File: config.mk
export PLATFORM = sky130hd
export DESIGN_NAME = keypad_scanner
export DESIGN_NICKNAME = d
export VERILOG_FILES = /design/src/rtl/keypad_pkg.sv /design/src/rtl/sync_2ff.sv /design/src/rtl/keypad_scanner.sv
export SDC_FILE = /design/constraint.sdc
export NUM_CORES = 1
export LEC_CHECK = 0
export CAP_MARGIN = 30
export CORE_ASPECT_RATIO = 0.75
export CORE_MARGIN = 5
export CORE_UTILIZATION = 60
export CTS_BUF_LIST = sky130_fd_sc_hd__clkbuf_4 sky130_fd_sc_hd__clkbuf_8
export DETAILED_ROUTE_END_ITERATION = 16
export DONT_BUFFER_PORTS = 1
export HOLD_SLACK_MARGIN = 0.12
export PLACE_DENSITY = 0.8
export SYNTH_ARGS = -nofsm -noshare
export SYNTH_HDL_FRONTEND = slang
export SYNTH_SLANG_ARGS = --single-unit
File: constraint.sdc
create_clock -name clk -period 4.9 [get_ports clk]
set_clock_uncertainty 0.2 [all_clocks]
set_input_delay 0.49 -clock clk [delete_from_list [all_inputs] [get_ports clk]]
set_output_delay 0.49 -clock clk [all_outputs]
set_load 0.01 [all_outputs]
File: src/rtl/keypad_pkg.sv
// rtl/keypad_pkg.sv - shared sizes, FSM and scan-result types for the keypad scanner
package keypad_pkg;

    localparam int NUM_ROWS = 4;
    localparam int NUM_COLS = 4;
    localparam int CODE_W   = 4;

    typedef enum logic [1:0] {
        SCAN     = 2'd0,
        DEBOUNCE = 2'd1,
        HELD     = 2'd2,
        RELEASE  = 2'd3
    } state_t;

    typedef enum logic [1:0] {
        NONE   = 2'd0,
        SINGLE = 2'd1,
        MULTI  = 2'd2
    } result_t;

    function automatic logic [CODE_W-1:0] make_code(input logic [1:0] row_idx,
                                                    input logic [1:0] col_idx);
        return {row_idx, col_idx};
    endfunction

endpackage

File: src/rtl/sync_2ff.sv
// rtl/sync_2ff.sv - two-flop synchronizer for a bus of independent asynchronous bits
module sync_2ff #(
    parameter int               WIDTH     = 4,
    parameter logic [WIDTH-1:0] RESET_VAL = '1
) (
    input  logic             clk,
    input  logic             reset_n,
    input  logic [WIDTH-1:0] d,
    output logic [WIDTH-1:0] q
);

    logic [WIDTH-1:0] meta;

    // Rows idle high, so resetting to ones avoids a phantom press after reset.
    always_ff @(posedge clk or negedge reset_n) begin
        if (!reset_n) begin
            meta <= RESET_VAL;
            q    <= RESET_VAL;
        end else begin
            meta <= d;
            q    <= meta;
        end
    end

endmodule

File: src/rtl/keypad_scanner.sv
// rtl/keypad_scanner.sv - 4x4 scanned keypad reader, per-scan debounce; auto-repeat under KEYPAD_REPEAT_EN
module keypad_scanner
    import keypad_pkg::*;
#(
    parameter int SCAN_DIV       = 100000,
    parameter int DEBOUNCE_SCANS = 20,
    parameter int REPEAT_DELAY   = 50,
    parameter int REPEAT_RATE    = 10
) (
    input  logic                clk,
    input  logic                reset_n,
    input  logic [NUM_ROWS-1:0] row,
    output logic [NUM_COLS-1:0] col,
    output logic [CODE_W-1:0]   key_code,
    output logic                key_valid,
    input  logic                key_ready,
    output logic                key_down,
    output logic                overrun
);

    localparam int TW = $clog2(SCAN_DIV);
    localparam int RW = $clog2((REPEAT_DELAY > REPEAT_RATE ? REPEAT_DELAY : REPEAT_RATE) + 1);
`ifdef KEYPAD_REPEAT_EN
    localparam bit REPEAT_ON = 1'b1;
`else
    localparam bit REPEAT_ON = 1'b0;
`endif

    logic [TW-1:0]       timer;
    logic [1:0]          col_idx;
    logic                tick;
    logic                scan_done;
    logic [NUM_ROWS-1:0] row_s;
    logic [NUM_ROWS-1:0] row_low;
    logic [2:0]          col_hits;
    logic [2:0]          total_hits;
    logic [1:0]          col_row;
    logic [1:0]          acc_hits;
    logic [1:0]          new_hits;
    logic [CODE_W-1:0]   acc_code;
    logic [CODE_W-1:0]   new_code;
    result_t             result;

    state_t              state;
    state_t              state_next;
    logic [7:0]          cnt;
    logic [7:0]          cnt_next;
    logic [CODE_W-1:0]   cand;
    logic [CODE_W-1:0]   cand_next;
    logic [RW-1:0]       rep_cnt;
    logic [RW-1:0]       rep_next;
    logic                rep_armed;
    logic                rep_armed_next;
    logic                emit;

    sync_2ff #(.WIDTH(NUM_ROWS)) u_row_sync (
        .clk     (clk),
        .reset_n (reset_n),
        .d       (row),
        .q       (row_s)
    );

    assign tick      = (timer == TW'(SCAN_DIV - 1));
    assign scan_done = tick && (col_idx == 2'd3);
    assign col       = ~(4'b0001 << col_idx);
    assign row_low   = ~row_s;
    assign key_down  = (state == HELD) || (state == RELEASE);

    always_ff @(posedge clk or negedge reset_n) begin
        if (!reset_n) begin
            timer   <= '0;
            col_idx <= 2'd0;
        end else if (tick) begin
            timer   <= '0;
            col_idx <= col_idx + 2'd1;
        end else begin
            timer   <= timer + TW'(1);
        end
    end

    // Hit count saturates at 2: anything beyond one pressed contact is MULTI.
    always_comb begin
        col_hits = 3'd0;
        col_row  = 2'd0;
        for (int r = NUM_ROWS - 1; r >= 0; r--) begin
            if (row_low[r]) begin
                col_hits = col_hits + 3'd1;
                col_row  = 2'(r);
            end
        end
        total_hits = {1'b0, acc_hits} + col_hits;
        new_hits   = (total_hits >= 3'd2) ? 2'd2 : total_hits[1:0];
        new_code   = (acc_hits == 2'd0 && col_hits == 3'd1) ? make_code(col_row, col_idx) : acc_code;
        case (new_hits)
            2'd0:    result = NONE;
            2'd1:    result = SINGLE;
            default: result = MULTI;
        endcase
    end

    always_ff @(posedge clk or negedge reset_n) begin
        if (!reset_n) begin
            acc_hits <= 2'd0;
            acc_code <= '0;
        end else if (scan_done) begin
            acc_hits <= 2'd0;
            acc_code <= '0;
        end else if (tick) begin
            acc_hits <= new_hits;
            acc_code <= new_code;
        end
    end

    always_comb begin
        state_next     = state;
        cnt_next       = cnt;
        cand_next      = cand;
        rep_next       = rep_cnt;
        rep_armed_next = rep_armed;
        emit           = 1'b0;
        if (scan_done) begin
            case (state)
                SCAN: begin
                    if (result == SINGLE) begin
                        cand_next = new_code;
                        cnt_next  = 8'd1;
                        if (DEBOUNCE_SCANS == 1) begin
                            emit       = 1'b1;
                            state_next = HELD;
                        end else begin
                            state_next = DEBOUNCE;
                        end
                    end
                end
                DEBOUNCE: begin
                    if (result == SINGLE && new_code == cand) begin
                        cnt_next = cnt + 8'd1;
                        if (cnt_next == 8'(DEBOUNCE_SCANS)) begin
                            emit       = 1'b1;
                            state_next = HELD;
                        end
                    end else begin
                        state_next = SCAN;
                    end
                end
                HELD: begin
                    if (result == NONE) begin
                        cnt_next   = 8'd1;
                        state_next = (DEBOUNCE_SCANS == 1) ? SCAN : RELEASE;
                    end else if (REPEAT_ON && result == SINGLE && new_code == cand) begin
                        rep_next = rep_cnt + RW'(1);
                        if (rep_next == (rep_armed ? RW'(REPEAT_RATE) : RW'(REPEAT_DELAY))) begin
                            emit           = 1'b1;
                            rep_next       = '0;
                            rep_armed_next = 1'b1;
                        end
                    end
                end
                RELEASE: begin
                    if (result == NONE) begin
                        cnt_next = cnt + 8'd1;
                        if (cnt_next == 8'(DEBOUNCE_SCANS)) begin
                            state_next = SCAN;
                        end
                    end else begin
                        state_next = HELD;
                    end
                end
                default: state_next = SCAN;
            endcase
            if (state_next != HELD) begin
                rep_next       = '0;
                rep_armed_next = 1'b0;
            end
        end
    end

    // An emit while a key is still pending is dropped, even on the transfer cycle.
    always_ff @(posedge clk or negedge reset_n) begin
        if (!reset_n) begin
            state     <= SCAN;
            cnt       <= 8'd0;
            cand      <= '0;
            rep_cnt   <= '0;
            rep_armed <= 1'b0;
            key_code  <= '0;
            key_valid <= 1'b0;
            overrun   <= 1'b0;
        end else begin
            state     <= state_next;
            cnt       <= cnt_next;
            cand      <= cand_next;
            rep_cnt   <= rep_next;
            rep_armed <= rep_armed_next;
            if (key_valid && key_ready) begin
                key_valid <= 1'b0;
            end
            if (emit) begin
                if (key_valid) begin
                    overrun <= 1'b1;
                end else begin
                    key_valid <= 1'b1;
                    key_code  <= cand_next;
                end
            end
        end
    end

endmodule

Yosys cells after proc, flatten, opt, wreduce, memory -nomap -nowiden --
Index checks and enable logic that the tools add are counted.
Storage, ports and cells: bits in registers 53, latch bits 0, memory bits (writable) 0, ROM bits 0, input port bits 7, memories 0
Cells by class: add/sub/neg operators 7, multipliers 0, div/mod/pow operators 0, magnitude comparators 1, eq/ne operators 16, shifts and indexed selects 1, muxes and demuxes 38, bitwise gates (word level) 3, reductions and logical operators 14
Operators by type and width (count):
- $mux W8 | 4
- $pmux W8 S4 | 1
- $mux W2 | 13
- $mux W4 | 6
- $add A17 B1 Y17 const B | 1
- $eq A17 B17 Y1 const B | 1
- $mux W17 | 1
- $reduce_and A5 Y1 | 2
- $add A3 B1 Y3 const B | 3
- $mux W3 | 3
- $add A8 B1 Y8 const B | 1
- $eq A8 B5 Y1 const B | 1
- $logic_not A2 Y1 | 4
- $mux W1 | 8
- $not A4 Y4 | 2
- $pmux W2 S4 | 1
- $eq A2 B1 Y1 const B | 3
- $eq A2 B2 Y1 const B | 3
- $ne A3 B3 Y1 const B | 2
- $eq A4 B4 Y1 | 1
- $logic_and A1 B1 Y1 | 4
- $ne A2 B1 Y1 const B | 2
- $ne A2 B2 Y1 const B | 2
- $pmux W2 S2 | 1
- 9 further kinds | 10

Longest topological paths before layout --
Gate-level depths: netlist of the first run.
depth after elaboration 19, gate-level depth with buffers 13

Modules after synthesis --
A second synthesis of the first run with hierarchy kept.
Unflattened totals: cell total of the unflattened synthesis 292, area, all modules 2946.6 µm²
Modules (own cells, without submodules):
- keypad_scanner | instances 1, cells each 284, area each 2736.4 µm², seq. area each 1126.1 µm²
- sync_2ff | instances 1, cells each 8, area each 210.2 µm², seq. area each 210.2 µm²

Worst setup path before layout of the first run --
OpenSTA, ideal clock, no wires.
kind flip-flop to flip-flop, from register u_row_sync.q[2], to register key_code[1], data arrival time 4.072 ns, path slack 0.503 ns, stages on the path, launching flop included 13, buffers on the path 1, cells stage by stage dfstp_2 > inv_1 > ha_1 > xnor2_1 > ha_1 > mux2_2 > fa_1 > xnor3_1 > or3b_1 > or4_1 > clkbuf_1 > mux2_1 > mux2_2
Between the ends: elaborated cells on any way between the ends 28, those cells by class add/sub: 3; order compare: 1; eq/ne: 4; mux: 15; bitwise: 1; reduce/logical: 4
RTL lines:
- start: declaration | line sync_2ff.sv:9 | output logic [WIDTH-1:0] q
- start signal: assignment | line sync_2ff.sv:21 | q <= meta;
- $not A4 Y4 * | line keypad_scanner.sv:66 | assign row_low = ~row_s;
- $mux W3 * | line keypad_scanner.sv:86 | if (row_low[r]) begin
- $add A3 B1 Y3 | line keypad_scanner.sv:87 | col_hits = col_hits + 3'd1;
- $mux W3 * | line keypad_scanner.sv:86
- $add A3 B1 Y3 | line keypad_scanner.sv:87
- $mux W3 * | line keypad_scanner.sv:86
- $add A2 B3 Y3 | line keypad_scanner.sv:91 | total_hits = {1'b0, acc_hits} + col_hits;
- $ge A3 B2 Y1 | line keypad_scanner.sv:92 | new_hits = (total_hits >= 3'd2) ? 2'd2 : total_hits[1:0];
- $mux W2 | line keypad_scanner.sv:92
- $eq A2 B1 Y1 / $logic_not A2 Y1 (equally long branches) | line keypad_scanner.sv:94 | case (new_hits)
- $pmux W2 S2 | line keypad_scanner.sv:94
- $eq A2 B1 Y1 | line keypad_scanner.sv:124 | if (result == SINGLE) begin
- $mux W4 * | line keypad_scanner.sv:124
- $mux W4 * | line keypad_scanner.sv:122 | case (state)
- $mux W4 * | line keypad_scanner.sv:121 | if (scan_done) begin
- net cand_next[1] | line keypad_scanner.sv:49 | logic [CODE_W-1:0] cand_next;
- end signal: assignment | line keypad_scanner.sv:203 | key_code <= cand_next;
- end: declaration | line keypad_scanner.sv:14 | output logic [CODE_W-1:0] key_code,
Mark *: on every way through the listed nets, which the timed path passes. The rest lies on a longest branch. A chain may end at the register's enable or synchronous reset.

Final worst setup path of the first run --
from register u_row_sync.q[2], to register cnt[0]
Between the ends: cells in the longest elaborated chain, start to end 15, elaborated cells on any way between the ends 27, those cells by class add/sub: 3; order compare: 1; eq/ne: 8; mux: 9; bitwise: 1; reduce/logical: 5
Ends and longest elaborated chain:
- $not A4 Y4 * | line keypad_scanner.sv:66
- $mux W3 | line keypad_scanner.sv:86
- $add A3 B1 Y3 | line keypad_scanner.sv:87
- $mux W3 | line keypad_scanner.sv:86
- $add A3 B1 Y3 | line keypad_scanner.sv:87
- $mux W3 | line keypad_scanner.sv:86
- $add A2 B3 Y3 | line keypad_scanner.sv:91
- $ge A3 B2 Y1 | line keypad_scanner.sv:92
- $mux W2 | line keypad_scanner.sv:92
- $eq A2 B1 Y1 / $logic_not A2 Y1 (equally long branches) | line keypad_scanner.sv:94
- $pmux W2 S2 | line keypad_scanner.sv:94
- $eq A2 B1 Y1 | line keypad_scanner.sv:124, keypad_scanner.sv:136
- $logic_and A1 B1 Y1 | line keypad_scanner.sv:136 | if (result == SINGLE && new_code == cand) begin
- $ne A2 B2 Y1 (no line)
- $reduce_and A5 Y1 (no line) *
- end signal: assignment | line keypad_scanner.sv:191 | cnt <= cnt_next;
- end: declaration | line keypad_scanner.sv:46 | logic [7:0] cnt;
Mark *: on every way between the ends. The rest lies on a longest branch, timed or not.

==> results of run 1 <==
placed cells by master, fill, tap and decap left out, types with 6 or more instances in the layout:
| cell | n |
|---|---|
| sky130_fd_sc_hd__nand2_1 | 21 |
| sky130_fd_sc_hd__inv_1 | 13 |
| sky130_fd_sc_hd__nor2_1 | 15 |
| sky130_fd_sc_hd__mux2_2 | 6 |
| sky130_fd_sc_hd__or2_2 | 6 |
| sky130_fd_sc_hd__and3_1 | 8 |
| sky130_fd_sc_hd__nand3b_1 | 6 |
| sky130_fd_sc_hd__o211ai_1 | 13 |
| sky130_fd_sc_hd__nand4_1 | 6 |
| sky130_fd_sc_hd__clkbuf_8 | 6 |
| sky130_fd_sc_hd__nand3_1 | 14 |
| sky130_fd_sc_hd__o21ai_0 | 11 |
| sky130_fd_sc_hd__dfrtp_1 | 45 |
| sky130_fd_sc_hd__xnor2_1 | 16 |
| sky130_fd_sc_hd__ha_1 | 12 |
| sky130_fd_sc_hd__dfstp_2 | 8 |
routing by layer:
metal | vias to the layer above | track usage [%] | routed length [um]
li1 | 1049 | - | -
met1 | 1084 | 28.40 | 2841
met2 | 69 | 30.69 | 2708
met3 | 11 | 4.197 | 326
met4 | 0 | 5.518 | 79
met5 | - | 0 | 0
cells in the mapped netlist (all sizes together), types with 2 or more instances:
library cell | n | area share, %
dfrtp | 45 | 38
nand2 | 21 | 2.6
xnor2 | 16 | 4.7
nand3 | 15 | 2.7
nor2 | 15 | 1.9
inv | 13 | 1.6
o211ai | 13 | 3.3
ha | 12 | 5.0
o21ai | 11 | 1.8
mux2 | 10 | 3.9
and3 | 8 | 1.7
dfstp | 8 | 7.0
clkbuf | 7 | 0.88
nand3b | 7 | 1.9
or2 | 7 | 1.5
nand4 | 6 | 1.3
nor4 | 6 | 1.5
or4 | 5 | 1.5
xor2 | 5 | 1.5
nor2b | 4 | 0.92
nor3 | 4 | 0.83
a22o | 3 | 0.88
and4 | 3 | 0.88
buf | 3 | 0.71
o31a | 3 | 0.88
o31ai | 3 | 0.75
a21oi | 2 | 0.33
and2 | 2 | 0.42
nor4b | 2 | 1.0
nor4bb | 2 | 0.67
o21a | 2 | 0.50
o32ai | 2 | 0.58
or3 | 2 | 0.42
final cells by class:
type,instances,area [um^2]
clock inverter,1,30.03
clock buffer,7,90.09
inverter,13,48.80
fill,372,1635
tap,60,75.07
sequential,53,1336
multi-input combinational,209,1572
timing repair buffer,7,85.08
through the flow:
stage | total power [mW] | util [%] | hold slack [ns]
6_report | 0.8547 | 66.44 | 0.1552
5_1_grt | 0.8888 | 66.44 | 0.1638
4_1_cts | 0.8609 | 66.31 | 0.1592
3_5_place_dp | 0.5272 | 62.25 | -0.004410
3_3_place_gp | 0.5238 | 62.25 | -0.004196
2_1_floorplan | 0.5159 | - | -0.005591
repair_timing:
action / CTS / global route
resized for setup: 0 / 1
hold buffers: 6 / 0
setup endpoints to repair: 0 / 1
hold endpoints to repair: 57 / 0
cell families after synthesis:
| kind of cell | synth area share (%) |
|---|---|
| AO/OA/AOI/OAI | 12.65 |
| flip-flops | 44.57 |
| AND/OR/NAND/NOR | 22.79 |
| multiplexers | 4.215 |
| XOR/XNOR | 6.886 |
| buffers and inverters | 3.214 |
| adder cells (fa/ha/maj) | 5.676 |
final timing paths:
kind	start	end	slack [ns]	depth (start not counted)
max in group asynchronous	reset_n	u_row_sync.q[0]	3.72	2
min reg2reg	u_row_sync.meta[3]	u_row_sync.q[3]	0.16	0
min	u_row_sync.meta[3]	u_row_sync.q[3]	0.16	0
min in group asynchronous	reset_n	timer[7]	0.51	2
max reg2reg	u_row_sync.q[2]	cnt[0]	0.16	12
max	u_row_sync.q[2]	cnt[0]	0.16	12
power by group:
part / switching (mW) / internal [mW]
logic: 0.0559 / 0.0334
clock network: 0.146 / 0.172
registers: 0.00386 / 0.443
total: 0.206 / 0.649
registers in the layout, indices dropped and copies added, names as in the netlist:
register / cells
acc_code: 4
acc_hits: 2
cand: 4
cnt: 8
col_idx: 2
key_code: 4
key_valid: 1
overrun: 1
state: 2
timer: 17
u_row_sync.meta: 4
u_row_sync.q: 4
==> flow_results.xml, run 1 <==
<?xml version="1.0" encoding="UTF-8"?>
<metrics>
  <group name="critical_path">
    <metric name="timing.critical_path.arrival" unit="ns">4.74</metric>
    <metric name="critical_path_peak_fanout" unit="">7</metric>
    <metric name="path_class" unit="">flop to flop</metric>
    <metric name="cp_slowest_cell" unit="">sky130_fd_sc_hd__dfstp_2</metric>
    <metric name="critical_path.cell_chain" unit="">inv_1 &gt; ha_1 &gt; xnor2_1 &gt; ha_1 &gt; mux2_2 &gt; fa_1 &gt; xnor3_1 &gt; or3b_1 &gt; nor4_1 &gt; nor2_1 &gt; o31a_1 &gt; mux2_4</metric>
    <metric name="path_common_cell" unit="">sky130_fd_sc_hd__ha_1</metric>
    <metric name="element_type_at_the_critical_path_end" unit="">flop</metric>
    <metric name="crit_family" unit="">adder cells</metric>
    <metric name="timing.critical_path.from_type" unit="">flop</metric>
    <metric name="slowest_delay" unit="ns">0.58</metric>
    <metric name="worst-path-buf-inv" unit="">1</metric>
    <metric name="required" unit="ns">4.90</metric>
  </group>
  <group name="grt">
    <metric name="grt_first_pass_wirelength" unit="mm">10.43</metric>
    <metric name="first_global_vias" unit="">2151</metric>
    <metric name="grt_antenna_before_repair" unit="">0</metric>
    <metric name="grt.overflow.total" unit="">0</metric>
    <metric name="maximum_number_of_pins_on_one_net_before_global_route_repair" unit="">54</metric>
    <metric name="gr-usage-all-layers" unit="%">19.82</metric>
  </group>
  <group name="power">
    <metric name="power_density" unit="nW/um^2">264.1</metric>
    <metric name="static-leakage-power" unit="nW">1.394</metric>
    <metric name="power.ir.vdd_worst" unit="mV">0.1723</metric>
  </group>
  <group name="sta">
    <metric name="slew_headroom" unit="%">59.02</metric>
    <metric name="final.period_utilization" unit="%">96.68</metric>
    <metric name="timing.setup.tns" unit="ns">0</metric>
    <metric name="grt_setup_unrepaired" unit="">false</metric>
    <metric name="final_critical_path_setup_slack" unit="ns">0.1628</metric>
    <metric name="setup_viol_count_final" unit="">0</metric>
    <metric name="count_of_endpoints_failing_hold_in_the_final_timing_report" unit="">0</metric>
    <metric name="finalMaxSlewViolations" unit="">0</metric>
    <metric name="final.min_clock_period" unit="ns">4.737</metric>
    <metric name="max_freq" unit="MHz">211.1</metric>
    <metric name="max_slew.worst_pin.slew" unit="ns">0.6082</metric>
  </group>
  <group name="layout">
    <metric name="postLayoutCellArea" unit="um^2">3237</metric>
    <metric name="diodes" unit="">0</metric>
    <metric name="layout.cells.non_filler" unit="">350</metric>
    <metric name="finish.net_count" unit="">309</metric>
    <metric name="drive_gt1_share" unit="%">14.14</metric>
    <metric name="syn2layout_area_growth" unit="%">7.971</metric>
  </group>
  <group name="placed_design">
    <metric name="placement.io_buffers" unit="">0</metric>
    <metric name="placed_area" unit="um^2">3033</metric>
    <metric name="dp.cells" unit="">336</metric>
    <metric name="gpl.final_weighted_congestion" unit="">0.9067</metric>
    <metric name="dp_hpwl" unit="mm">4.122</metric>
    <metric name="post-place-ws" unit="ns">0.2498</metric>
  </group>
  <group name="drt">
    <metric name="drc" unit="">0</metric>
    <metric name="via_per_inst" unit="">6.323</metric>
    <metric name="route.antenna.remaining_nets" unit="">0</metric>
    <metric name="drt-total-wl" unit="mm">5.955</metric>
    <metric name="wl_per_cell" unit="um">17.01</metric>
    <metric name="via_count" unit="">2213</metric>
    <metric name="dr.first_iter.drc_count" unit="">204</metric>
    <metric name="first_pass_iters" unit="">4</metric>
  </group>
  <group name="die">
    <metric name="fp.coreArea" unit="um^2">4872</metric>
    <metric name="io_pins" unit="">18</metric>
    <metric name="die_width" unit="um">91.62</metric>
    <metric name="die_height" unit="um">71.22</metric>
    <metric name="floorplan.die_area" unit="um^2">6525</metric>
    <metric name="num_rows" unit="">22</metric>
    <metric name="start_util" unit="%">61.53</metric>
  </group>
  <group name="clock_tree">
    <metric name="cts_made_buffers" unit="">5</metric>
    <metric name="clock_path_buffers" unit="">2</metric>
    <metric name="cts_setup_buffers" unit="">0</metric>
    <metric name="cts.sinks" unit="">53</metric>
    <metric name="tritoncts" unit="">built</metric>
    <metric name="ctsHtreeMaxLevel" unit="">2</metric>
    <metric name="clk_latency" unit="ns">0.31</metric>
    <metric name="root_buffer" unit="">sky130_fd_sc_hd__clkbuf_8</metric>
    <metric name="cts.clk_slew.worst_paths" unit="ns">0.10</metric>
  </group>
  <group name="synthesis">
    <metric name="synthesized_flop_and_latch_total" unit="">53</metric>
    <metric name="total_number_of_yosys_warnings" unit="">0</metric>
    <metric name="yosys_most_used_dff" unit="">sky130_fd_sc_hd__dfrtp_1</metric>
    <metric name="synth-seq-area-share" unit="%">44.57</metric>
    <metric name="postSynthAreaPerCell" unit="um^2">10.52</metric>
    <metric name="post_synth_inst_count" unit="">285</metric>
    <metric name="mappedNetlistArea" unit="um^2">2998</metric>
    <metric name="syn_nets" unit="">305</metric>
    <metric name="synth.lib_cells_used.distinct" unit="">61</metric>
    <metric name="asyncSetResetFlopFracSynth" unit="%">100.0</metric>
    <metric name="post_synth_edffs" unit="">0</metric>
  </group>
  <group name="min_path">
    <metric name="hold_path_class" unit="">flop to flop</metric>
  </group>
  <group name="outcome">
    <metric name="outcome" unit="">finished, final reports clean</metric>
  </group>
  <group name="run">
    <metric name="drv_cap" unit="">0</metric>
  </group>
</metrics>
No activity file was read; power rests on OpenSTA's default activity.
==> run 2, diff against run 1 <==
SLEW_MARGIN = 10   (was unset)
TNS_END_PERCENT = 100   (was unset)
==> results of run 2 <==
Final layout, timing and power as in run 1 (identical DEF).
